[src/rtl/stopwatch_ctrl.sv]
// Stopwatch controller: start/stop/lap FSM, tick prescaler and carry-enable chain driving four
// external cascaded BCD digit counters, with lap capture, display mux and sticky wrap flag.
module stopwatch_ctrl #(
  parameter int unsigned TICK_DIV = 10
) (
  input  logic        clk,
  input  logic        Clear_n,
  input  logic        btn_ss,
  input  logic        btn_lap,
  input  logic [3:0]  bcd0,
  input  logic [3:0]  bcd1,
  input  logic [3:0]  bcd2,
  input  logic [3:0]  bcd3,
  output logic [3:0]  dig_en,
  output logic        dig_clr_n,
  output logic [15:0] disp,
  output logic        running,
  output logic        ovf
);

  localparam int unsigned PW = (TICK_DIV > 1) ? $clog2(TICK_DIV) : 1;
  localparam logic [PW-1:0] PMax = PW'(TICK_DIV - 1);

  typedef enum logic [1:0] {StIdle, StRun, StPause, StLap} state_e;

  state_e        state_q, state_d;
  logic [PW-1:0] presc_q, presc_d;
  logic          ovf_q, ovf_d;
  logic [15:0]   lap_q, lap_d;
  logic          clr_n_q, clr_n_d;

  logic [15:0]   bcd_all;
  logic          cnt_active;
  logic          tick;

  assign bcd_all    = {bcd3, bcd2, bcd1, bcd0};
  assign cnt_active = (state_q == StRun) || (state_q == StLap);
  assign tick       = cnt_active && (presc_q == PMax);

  // btn_ss always wins; a simultaneous btn_lap is dropped (no capture, no clear).
  always_comb begin
    state_d = state_q;
    lap_d   = lap_q;
    clr_n_d = 1'b1;
    unique case (state_q)
      StIdle: begin
        if (btn_ss) state_d = StRun;
      end
      StRun: begin
        if (btn_ss) begin
          state_d = StPause;
        end else if (btn_lap) begin
          state_d = StLap;
          lap_d   = bcd_all;
        end
      end
      StLap: begin
        if (btn_ss)       state_d = StPause;
        else if (btn_lap) state_d = StRun;
      end
      StPause: begin
        if (btn_ss) begin
          state_d = StRun;
        end else if (btn_lap) begin
          state_d = StIdle;
          clr_n_d = 1'b0;
        end
      end
    endcase
  end

  always_comb begin
    presc_d = presc_q;
    if ((state_q == StIdle) || !clr_n_d) begin
      presc_d = '0;
    end else if (cnt_active) begin
      presc_d = tick ? '0 : presc_q + PW'(1);
    end
  end

  always_comb begin
    dig_en    = 4'b0000;
    dig_en[0] = tick;
    dig_en[1] = dig_en[0] && (bcd0 == 4'd9);
    dig_en[2] = dig_en[1] && (bcd1 == 4'd9);
    dig_en[3] = dig_en[2] && (bcd2 == 4'd9);
  end

  // Clearing only happens from PAUSE, where no tick can occur, so set and clear never collide.
  always_comb begin
    ovf_d = ovf_q;
    if (!clr_n_d) begin
      ovf_d = 1'b0;
    end else if (dig_en[3] && (bcd3 == 4'd9)) begin
      ovf_d = 1'b1;
    end
  end

  always_ff @(posedge clk or negedge Clear_n) begin
    if (!Clear_n) begin
      state_q <= StIdle;
      presc_q <= '0;
      ovf_q   <= 1'b0;
      lap_q   <= 16'h0000;
      clr_n_q <= 1'b0;
    end else begin
      state_q <= state_d;
      presc_q <= presc_d;
      ovf_q   <= ovf_d;
      lap_q   <= lap_d;
      clr_n_q <= clr_n_d;
    end
  end

  assign dig_clr_n = clr_n_q;
  assign disp      = (state_q == StLap) ? lap_q : bcd_all;
  assign running   = cnt_active;
  assign ovf       = ovf_q;

endmodule
[config.mk]
export PLATFORM = sky130hd
export DESIGN_NAME = stopwatch_ctrl
export DESIGN_NICKNAME = d
export VERILOG_FILES = /design/src/rtl/stopwatch_ctrl.sv
export SDC_FILE = /design/constraint.sdc
export NUM_CORES = 1
export LEC_CHECK = 0
export CAP_MARGIN = 20
export CORE_MARGIN = 2
export CORE_UTILIZATION = 35
export DETAILED_ROUTE_END_ITERATION = 10
export MAX_ROUTING_LAYER = met4
export PLACE_DENSITY = 0.6
export SKIP_LAST_GASP = 1
export SYNTH_ARGS = -nofsm -noshare
export SYNTH_HDL_FRONTEND = slang
export SYNTH_SLANG_ARGS = --single-unit
[constraint.sdc]
create_clock -name clk -period 4.9 [get_ports clk]
set_clock_uncertainty 0.1 [all_clocks]
set_input_delay 0.98 -clock clk [delete_from_list [all_inputs] [get_ports clk]]
set_output_delay 0.98 -clock clk [all_outputs]
set_load 0.005 [all_outputs]
## Word level (Yosys, flattened, before mapping)

Index checks and enable logic that the tools add are counted.

| storage, ports and cells | value |
|---|---|
| bits of input ports | 20 |
| output and inout bits | 23 |
| register bits | 24 |
| word-level logic and storage cells | 49 |

| cells by class | value |
|---|---|
| mux-type cells | 17 |
| reductions and logical operators | 12 |
| bitwise operators | 1 |
| equality and inequality tests | 13 |
| $add $sub $neg | 1 |

Operators by type and width:

| kind | count |
|---|---|
| equality test 4 bit, second input constant | 5 |
| 2-to-1 mux 16 bit | 1 |
| 2-to-1 mux 2 bit | 7 |
| 2-to-1 mux 4 bit | 3 |
| inequality test 3 bit, second input constant | 3 |
| case mux 2 bit (4 select lines) | 1 |
| logical AND 1 bit | 5 |
| 2-to-1 mux 1 bit | 5 |
| adder 4 x 1 -> 4 bit, second input constant | 1 |
| equality test 2 bit, second input constant | 2 |
| AND reduction 4 bit | 1 |
| AND reduction 3 bit | 1 |
| equality test 2 x 1 -> 1 bit, second input constant | 1 |
| zero test 2 bit | 1 |
| logical OR 1 bit | 2 |
| inequality test 2 x 1 -> 1 bit, second input constant | 1 |
| inequality test 2 bit, second input constant | 1 |
| nonzero test 2 bit | 1 |
| zero test 1 bit | 1 |
| inverter 1 bit | 1 |

## Longest topological paths before layout

Gate-level depths: netlist (run 1).

| depth | value |
|---|---|
| word-level depth | 9 |
| mapped depth | 5 |
| mapped depth without buffers | 5 |

## Worst setup path after synthesis (run 1)

Ideal clock, no wire load.

| timing path | value |
|---|---|
| path type | input-to-output |
| start point | input bcd0[1] |
| end point | output dig_en[3] |
| data required time | 3820 ps |
| path slack | 2066 ps |
| buffers on the path | 0 |
| data arrival time | 1754 ps |
| stages on the path | 3 |
| path through | nand4bb_1 or4_4 inv_1 |

| on the way | value |
|---|---|
| cells in the longest elaborated chain, start to end | 4 |

Ends and longest elaborated chain:

| what | RTL line | text |
|---|---|---|
| start: declaration | 10 | `input logic [3:0] bcd0,` |
| equality test 4 bit | 84 | `dig_en[1] = dig_en[0] && (bcd0 == 4'd9);` |
| logical AND 1 bit | 84 |  |
| logical AND 1 bit | 85 | `dig_en[2] = dig_en[1] && (bcd1 == 4'd9);` |
| logical AND 1 bit | 86 | `dig_en[3] = dig_en[2] && (bcd2 == 4'd9);` |
| end: declaration | 14 | `output logic [3:0] dig_en,` |

Every way passes these cells.

## Worst setup path after layout (run 1)

| timing path | value |
|---|---|
| start point | input bcd1[2] |
| end point | output dig_en[3] |

| on the way | value |
|---|---|
| cells in the longest elaborated chain, start to end | 3 |

Ends and longest elaborated chain:

| what | RTL line | text |
|---|---|---|
| start: declaration | 11 | `input logic [3:0] bcd1,` |
| equality test 4 bit | 85 |  |
| logical AND 1 bit | 85 |  |
| logical AND 1 bit | 86 |  |

Every way passes these cells.

==> results of run 1 <==
==> power breakdown <==
group	total [W]	leakage, nW	switching (W)	internal (W)
Clock	0.000113	0.0216	0.0000578	0.0000548
Combinational	0.000369	0.431	0.000127	0.000242
Sequential	0.000355	0.291	0.0000687	0.000286
==> kinds of logic (layout without fill, tap and decap cells) <==
| group | count (synthesis) | after routing | synth area share [%] |
|---|---|---|---|
| muxes | 33 | 33 | 28.5 |
| DFF | 24 | 24 | 46.3 |
| and+or+nand+nor | 22 | 22 | 13.2 |
| buffers and inverters | 11 | 52 | 4.72 |
| AOI/OAI and AO/OA | 8 | 8 | 4.63 |
| adders and majority gates | 2 | 2 | 1.93 |
| xor gates and xnor gates | 1 | 1 | 0.675 |
==> worst min-delay path: stages, from the launching register on <==
cell	delay, ps
dfrtp_1	350
nand2_1	70
o21ai_2	50
==> metal layers <==
| metal | GRT usage (%) | share of wire [%] | up-vias |
|---|---|---|---|
| met3 | 2.95 | 5.0 | 2 |
| met4 | 4.26 | 0.30 | 0 |
| li1 | - | - | 452 |
| met2 | 20.7 | 46 | 25 |
| met1 | 19.3 | 49 | 458 |
| met5 | - | 0 | - |
==> cell usage after synthesis (2+ instances only) <==
cell | n | share of area (%)
dfrtp_1 | 24 | 46
nand4_1 | 2 | 0.96
nand2_1 | 3 | 0.87
nor2_1 | 3 | 0.87
nand4bb_1 | 3 | 2.6
ha_1 | 2 | 1.9
nand3_1 | 3 | 1.2
buf_6 | 2 | 1.7
o2bb2ai_1 | 3 | 2.0
mux2_2 | 32 | 28
inv_1 | 5 | 1.4
==> area by class of cell <==
type / instances / area share, %
clock buffers: 3 / 2.28
flip-flops and latches: 24 / 33.2
inverters: 6 / 1.25
repair buffers: 43 / 24.8
multi-input cells: 66 / 35.2
well taps: 48 / 3.32
==> how the worst min path moves through the flow <==
| stage | startpoint | slack, ps | to | cells after the start |
|---|---|---|---|---|
| floorplan | ovf | 380 | ovf | 2 |
| global placement | ovf | 370 | ovf | 2 |
| detailed placement | ovf | 380 | ovf | 2 |
| CTS | ovf | 400 | ovf | 2 |
| global route | lap_q[11] | 430 | lap_q[11] | 1 |
| finish | ovf | 390 | ovf | 2 |
==> sequential cells by signal (all words and copies together), names as in the netlist <==
signal / flops
dig_clr_n: 1
lap_q: 16
ovf: 1
presc_q: 4
state_q: 2
==> through the flow <==
| step | setup slack (ps) | util, % | power (W) | instance area, µm² |
|---|---|---|---|---|
| 2_1_floorplan | 2070 | - | 0.000574 | 1300 |
| 3_3_place_gp | 1070 | 48.2 | 0.000718 | 1740 |
| 3_5_place_dp | 1050 | 48.2 | 0.000729 | 1740 |
| 4_1_cts | 1050 | 49.4 | 0.000849 | 1780 |
| 5_1_grt | 987 | 50.1 | 0.000903 | 1810 |
| 6_report | 1060 | 50.1 | 0.000836 | 1810 |
==> impl_metrics.csv, run 1 <==
group,metric,value,unit
power,peakVddDrop,0.156,mV
sta,tns,0,ps
critical_path,worstSetupEndpoint,"dig_en[3]",
job,maxCapViolCount,0,
floorplan,dieArea,4210,µm²
routing,drt-total-wl,2640,µm
global_routing,antenna_found_initial,0,
routing,routed_via_density,4.93,
sta,slew_headroom,48.1,%
routing,wl_per_cell,13.9,µm
final_layout,syn_to_final_growth,39.3,%
critical_path,end_kind,"primary output",
synth,ys_seq_area_share,46.3,%
placed_design,portBuffers,42,
synth,syn_area,1300,µm²
synth,async_reset_ff_share,100,%
sta,worstMarginPinSlew,776,ps
critical_path,slowest_stage,"or4_4",
critical_path,crit_path_frequent_cell,"clkdlybuf4s50_1",
critical_path,crit_required,3820,ps
critical_path,crit_fanout,3,
critical_path,worstPathCellList,"clkdlybuf4s50_1 > nand4bb_1 > or4_4 > inv_1 > clkdlybuf4s50_1",
clock_tree,root_buffer,"clkbuf_8",
sta,drv_slew,0,
floorplan,core_area,3610,µm²
clock_tree,numCtsBuffers,3,
critical_path,cp-startpoint,"bcd1[2]",
routing,drtIter0Drc,51,
placed_design,dp.cells,186,
final_layout,most-common-layout-cells,"42 x clkdlybuf4s50_1, 32 x mux2_2, 24 x dfrtp_1, 5 x inv_1",
sta,max_freq,261,MHz
final_layout,fillers,338,
floorplan,die_height,64.9,µm
sta,hold_viol_final,0,
sta,fin_crit_sh,78.3,%
worst_hold_path,hold_class,"reg -> reg",
critical_path,start_kind,"primary input",
final_layout,instances_no_fill,190,
critical_path,r2r_end,"lap_q[7]",
sta,period_needed,3840,ps
status,outcome,"complete, no violations",
critical_path,cpLargestDelayFamily,"buffers and inverters",
floorplan,initial_core_util,36.0,%
global_routing,grt_max_degree,25,
global_routing,grt_pass1_wl,4550,µm
placed_design,routabilityCongestion,0.779,
critical_path,r2r.worst_path.cells,3,
synth,synth_flop_cell,"dfrtp_1",
synth,yosys_warnings,0,
clock_tree,clockBufferDepth,2,
power,leakage,0.743,nW
routing,ant_nets,0,
clock_tree,clk_pin_slew,80,ps
routing,route.detailed.drc,0,
synth,syn-mean-instance-area,12.8,µm²
power,power_density,462,nW/µm²
clock_tree,cts_sinks,24,
global_routing,grt_overflow,0,
sta,fin_hold_ws,395,ps
critical_path,crit_buf_inv,3,
global_routing,grt.total_usage,14.0,%
critical_path,worstPathArrival,2760,ps
routing,vias,937,
clock_tree,post_cts_buffers,0,
synth,synth-edff-count,0,
sta,setup_viol_count_final,0,
sta,grt_setup_unrepaired,"no",
critical_path,rrSetupSlack,2890,ps
clock_tree,ctsHoldBuffers,0,
critical_path,worst-setup-path-type,"in -> out",
synth,yosysUniqueCellTypes,30,
final_layout,drive_above_1_share,29.6,%
clock_tree,ctsResizeCount,0,
clock_tree,h-tree-depth,1,
final_layout,register_area,601,µm²
floorplan,ios,43,
final_layout,final_common_cell,"clkdlybuf4s50_1",
global_routing,grt_pass1_vias,977,
floorplan,rows,22,
critical_path,slowest_delay,530,ps
critical_path,cp.depth,5,
critical_path,r2r-start,"state_q[0]",
placed_design,dp_hpwl,1960,µm
final_layout,multi_input_area,636,µm²
routing,first_pass_iters,4,
synth,synth_cells,101,
synth,syn_nets,123,
synth,ys_seq_elements,24,
clock_tree,cts_tree,"done",
clock_tree,insertion_delay,260,ps
final_layout,insertedDiodeCount,0,
floorplan,die_x,64.9,µm
final_layout,nNetsFinal,166,
(Power assumes the default switching activity.)
==> run 2, diff against run 1 <==
PLACE_DENSITY = 0.62   (was 0.6)
clock period = 3.4 ns   (was 4.9 ns; I/O delays follow)
==> impl_metrics.csv, run 2 (synthesis results as in run 1) <==
group,metric,value,unit
clock_tree,cts_tree,"done",
floorplan,die_height,64.9,µm
sta,slew_headroom,67.2,%
final_layout,drive_above_1_share,31.0,%
clock_tree,numCtsBuffers,3,
floorplan,rows,22,
sta,worstMarginPinSlew,491,ps
critical_path,end_kind,"primary output",
final_layout,register_area,601,µm²
power,peakVddDrop,0.277,mV
critical_path,start_kind,"primary input",
clock_tree,root_buffer,"clkbuf_8",
global_routing,antenna_found_initial,0,
clock_tree,ctsResizeCount,0,
global_routing,grt_pass1_vias,1057,
final_layout,most-common-layout-cells,"42 x clkdlybuf4s50_1, 32 x mux2_2, 24 x dfrtp_1, 5 x inv_1, 4 x clkbuf_8",
sta,drv_slew,0,
status,outcome,"complete, no violations",
final_layout,fillers,339,
global_routing,grt.total_usage,15.0,%
routing,first_pass_iters,4,
sta,period_needed,3240,ps
floorplan,core_area,3610,µm²
global_routing,grt_pass1_wl,4800,µm
critical_path,worstPathCellList,"clkdlybuf4s50_1 > nand4bb_1 > or4_4 > inv_1 > clkdlybuf4s50_1",
sta,grt_setup_unrepaired,"no",
sta,fin_crit_sh,95.4,%
clock_tree,post_cts_buffers,0,
global_routing,grt_overflow,0,
clock_tree,cts_sinks,24,
sta,max_freq,308,MHz
job,maxCapViolCount,0,
routing,routed_via_density,4.89,
clock_tree,clk_pin_slew,80,ps
routing,route.detailed.drc,0,
worst_hold_path,hold_class,"reg -> reg",
critical_path,crit_required,2620,ps
floorplan,dieArea,4210,µm²
critical_path,worstPathArrival,2460,ps
critical_path,worst-setup-path-type,"in -> out",
power,power_density,684,nW/µm²
floorplan,die_x,64.9,µm
final_layout,largest_reg_flops,16,
clock_tree,ctsHoldBuffers,0,
sta,hold_viol_final,0,
clock_tree,clockBufferDepth,2,
clock_tree,insertion_delay,270,ps
sta,fin_hold_ws,406,ps
final_layout,syn_to_final_growth,40.6,%
routing,ant_nets,0,
routing,wl_per_cell,14.3,µm
critical_path,crit_path_frequent_cell,"clkdlybuf4s50_1",
critical_path,slowest_stage,"or4_4",
global_routing,grt_max_degree,25,
placed_design,routabilityCongestion,0.799,
final_layout,fin_util,50.6,%
final_layout,top_register,"lap_q",
placed_design,portBuffers,42,
power,leakage,0.755,nW
routing,drtIter0Drc,25,
final_layout,multi_input_area,636,µm²
floorplan,ios,43,
routing,vias,944,
placed_design,dp_hpwl,2020,µm
critical_path,crit_buf_inv,3,
routing,drt-total-wl,2760,µm
final_layout,insertedDiodeCount,0,
critical_path,slowest_delay,550,ps
critical_path,cpLargestDelayFamily,"buffers and inverters",
sta,setup_viol_count_final,0,
floorplan,initial_core_util,36.0,%
clock_tree,h-tree-depth,1,
final_layout,nNetsFinal,168,
final_layout,final_common_cell,"clkdlybuf4s50_1",
final_layout,top_regs,"lap_q (16), presc_q (4), state_q (2)",
sta,tns,0,ps
critical_path,crit_fanout,3,
-- run 2: worst paths after layout --
| path | start | endpoint | slack (ps) | depth (start not counted) |
|---|---|---|---|---|
| setup / recovery | bcd0[1] | dig_en[3] | 160 | 5 |
| hold reg to reg | ovf | ovf | 410 | 2 |
| hold / removal | ovf | ovf | 410 | 2 |
| min in group asynchronous | Clear_n | lap_q[8] | 640 | 1 |
| setup reg to reg | presc_q[1] | ovf | 1680 | 5 |
| max in group asynchronous | Clear_n | lap_q[15] | 2090 | 2 |
-- run 2: final cells by class --
cell class | count | share of cell area, %
Multi-Input combinational cell | 66 | 34.8
Timing Repair Buffer | 45 | 24.7
Tap cell | 48 | 3.29
Sequential cell | 24 | 32.9
Inverter | 6 | 1.23
Clock buffer | 4 | 3.02
-- run 2: worst reg2reg max path: stages, from the launching register on --
cell      delay [ps]
dfrtp_1          420
inv_1             70
ha_1             210
nand4b_4         150
or4_4            570
o21ai_2          140
-- run 2: power breakdown --
part	switching, W	internal [W]	total [W]
combinational	0.000188	0.000355	0.000543
clock	0.0000892	0.000103	0.000193
sequential	0.0000999	0.000412	0.000512
-- run 2: metrics by stage --
step / worst slack (ps) / cells / cell area, µm² / total power, W
after floorplan: 1170 / 101 / 1300 / 0.000828
after global placement: 164 / 188 / 1750 / 0.00104
after detailed placement: 145 / 188 / 1750 / 0.00106
after CTS: 143 / 192 / 1810 / 0.00126
after global routing: 69.7 / 193 / 1820 / 0.00135
final: 156 / 193 / 1820 / 0.00125
-- run 2: per-layer routing --
metal / track usage (%) / routed length, µm / vias up
met3: 5.38 / 161 / 2
met5: - / 0 / -
met2: 25.3 / 1310 / 26
met4: 2.39 / 10 / 0
li1: - / - / 451
met1: 17.6 / 1270 / 465
==> run 3, diff against run 2 <==
ABC_AREA = 1   (was not set)
==> impl_metrics.csv, run 3 <==
group,metric,value,unit
placed_design,place_ws,373,ps
clock_tree,cts_tree,"done",
placed_design,dp.cells,247,
final_layout,most-common-layout-cells,"42 x clkdlybuf4s50_1, 27 x nand2_1, 25 x inv_1, 24 x dfrtp_1, 22 x nor2_1",
synth,yosys.cell_count.top_type,"nand2_1",
routing,vias,1158,
final_layout,nNetsFinal,226,
status,outcome,"complete, no violations",
clock_tree,cts_sinks,24,
final_layout,drive_above_1_share,6.44,%
final_layout,register_area,601,µm²
final_layout,fillers,372,
worst_hold_path,hold_class,"reg -> reg",
floorplan,core_area,3610,µm²
power,power_density,712,nW/µm²
sta,fin_crit_sh,90.0,%
synth,syn_area,1280,µm²
synth,syn_nets,186,
sta,finalWorstSetupSlack,339,ps
floorplan,ios,43,
critical_path,crit_required,2620,ps
global_routing,antenna_found_initial,0,
clock_tree,clockBufferDepth,2,
placed_design,routabilityCongestion,0.714,
global_routing,grt_pass1_wl,4730,µm
synth,synth_compound_area_share,16.5,%
critical_path,crit_fanout,2,
synth,yosys.area.top_type,"dfrtp_1",
sta,setup_viol_count_final,0,
floorplan,die_x,64.6,µm
clock_tree,ctsResizeCount,0,
sta,worstMarginPinSlew,583,ps
synth,yosys_warnings,0,
final_layout,top_regs,"lap_q (16), presc_q (4), state_q (2)",
final_layout,multi_input_area,528,µm²
synth,synth_adder_area_share,1.95,%
synth,ys_seq_area_share,46.8,%
placed_design,dp_hpwl,2100,µm
sta,hold_viol_final,0,
synth,synth_top_family_by_area,"simple AND/OR/NAND/NOR gates",
sta,period_needed,3060,ps
floorplan,dieArea,4170,µm²
synth,syn-mean-instance-area,7.83,µm²
worst_hold_path,holdPathStages,2,
critical_path,worst-setup-path-type,"in -> out",
global_routing,grt_pass1_vias,1099,
worst_hold_path,worstHoldStart,"lap_q[12]",
routing,first_pass_iters,4,
clock_tree,clk_pin_slew,80,ps
synth,yosysUniqueCellTypes,26,
routing,route.detailed.drc,0,
synth,async_reset_ff_share,100,%
synth,ys_top_cells_by_count,"27 x nand2_1, 25 x inv_1, 24 x dfrtp_1, 22 x nor2_1, 19 x a21oi_1",
sta,grt_setup_unrepaired,"no",
placed_design,portBuffers,42,
routing,ant_nets,0,
routing,wl_per_cell,11.0,µm
synth,synthSimpleGateAreaFrac,20.7,%
critical_path,worstPathArrival,2280,ps
routing,drt-total-wl,2760,µm
clock_tree,post_cts_buffers,0,
sta,drv_slew,0,
critical_path,start_kind,"primary input",
floorplan,die_height,64.6,µm
critical_path,rrSetupSlack,1820,ps
sta,slew_headroom,61.1,%
synth,ys_seq_elements,24,
final_layout,fin_util,48.9,%
final_layout,final_common_cell,"clkdlybuf4s50_1",
global_routing,grt.total_usage,14.7,%
synth,synth_mux_area_share,0,%
sta,max_freq,327,MHz
floorplan,initial_core_util,35.6,%
clock_tree,insertion_delay,250,ps
clock_tree,h-tree-depth,1,
final_layout,largest_reg_flops,16,
floorplan,rows,22,
global_routing,grt_max_degree,33,
clock_tree,ctsHoldBuffers,0,
synth,synth-edff-count,0,
critical_path,r2r.worst_path.cells,3,
critical_path,r2r-start,"state_q[0]",
final_layout,instances_no_fill,250,
power,leakage,0.857,nW
synth,synth_cells,164,
sta,tns,0,ps
power,peakVddDrop,0.304,mV
final_layout,top_register,"lap_q",
synth,synth-xor-area-share,2.05,%
clock_tree,numCtsBuffers,3,
critical_path,end_kind,"primary output",
clock_tree,root_buffer,"clkbuf_8",
final_layout,insertedDiodeCount,0,
routing,routed_via_density,4.63,
final_layout,syn_to_final_growth,37.3,%
synth,synth_top_area_share,46.8,%
routing,drtIter0Drc,37,
worst_hold_path,hold_end,"lap_q[12]",
synth,ys_top_cells_by_area,"dfrtp_1 47%, nand2_1 7.9%, a21oi_1 7.4%",
synth,synth_flop_cell,"dfrtp_1",
critical_path,r2r_end,"lap_q[0]",
global_routing,grt_overflow,0,
sta,fin_hold_ws,394,ps
job,maxCapViolCount,0,
run 3: critical path, cell delays in order:
cell and delay (ps):
clkdlybuf4s50_1 490, nand2_1 70, inv_1 50, nand2_1 100, nor4_1 330, clkdlybuf4s50_1 570
run 3: area by class of cell:
class / count / share of cell area [%]
Sequential cell: 24 / 34.1
Multi-Input combinational cell: 105 / 30.0
Clock buffer: 3 / 2.34
Tap cell: 48 / 3.41
Inverter: 26 / 5.54
Timing Repair Buffer: 44 / 24.7
run 3: worst max path at each step:
stage / slack [ps] / end / from / cells past startpoint
2_1_floorplan: 1460 / dig_en[3] / bcd0[2] / 4
3_3_place_gp: 450 / dig_en[2] / bcd0[0] / 6
3_5_place_dp: 370 / dig_en[2] / bcd0[0] / 6
4_1_cts: 340 / dig_en[2] / bcd0[0] / 6
5_1_grt: 190 / dig_en[2] / bcd0[0] / 6
6_report: 340 / dig_en[2] / bcd0[0] / 6
run 3: metal layers:
| metal | wire [µm] | global-route usage (%) | part of all wire [%] | up-vias |
|---|---|---|---|---|
| met5 | 0 | - | 0 | - |
| met4 | 24 | 4.79 | 0.87 | 0 |
| met3 | 76 | 1.04 | 2.8 | 2 |
| met2 | 1450 | 26.6 | 53 | 22 |
| met1 | 1210 | 17.6 | 44 | 544 |
| li1 | - | - | - | 590 |
run 3: cell families (layout without fill, tap and decap cells):
group                      after synthesis  after routing
and+or+nand+nor                         59             59
AOI/OAI and AO/OA                       41             41
buffers and inverters                   35             73
DFF                                     24             24
xor gates and xnor gates                 3              3
adders and majority gates                2              2
run 3: through the flow:
step | area [µm²] | power [W]
after floorplan | 1280 | 0.000838
after global placement | 1720 | 0.00108
after detailed placement | 1720 | 0.00111
after CTS | 1760 | 0.00127
after global routing | 1760 | 0.00137
final | 1760 | 0.00126
run 3: report_power, final:
| part | total [W] | switching [W] | internal (W) |
|---|---|---|---|
| combinational | 0.000591 | 0.000271 | 0.000320 |
| clock | 0.000161 | 0.0000819 | 0.0000789 |
| sequential | 0.000504 | 0.0000923 | 0.000411 |
| total | 0.00126 | 0.000445 | 0.000810 |
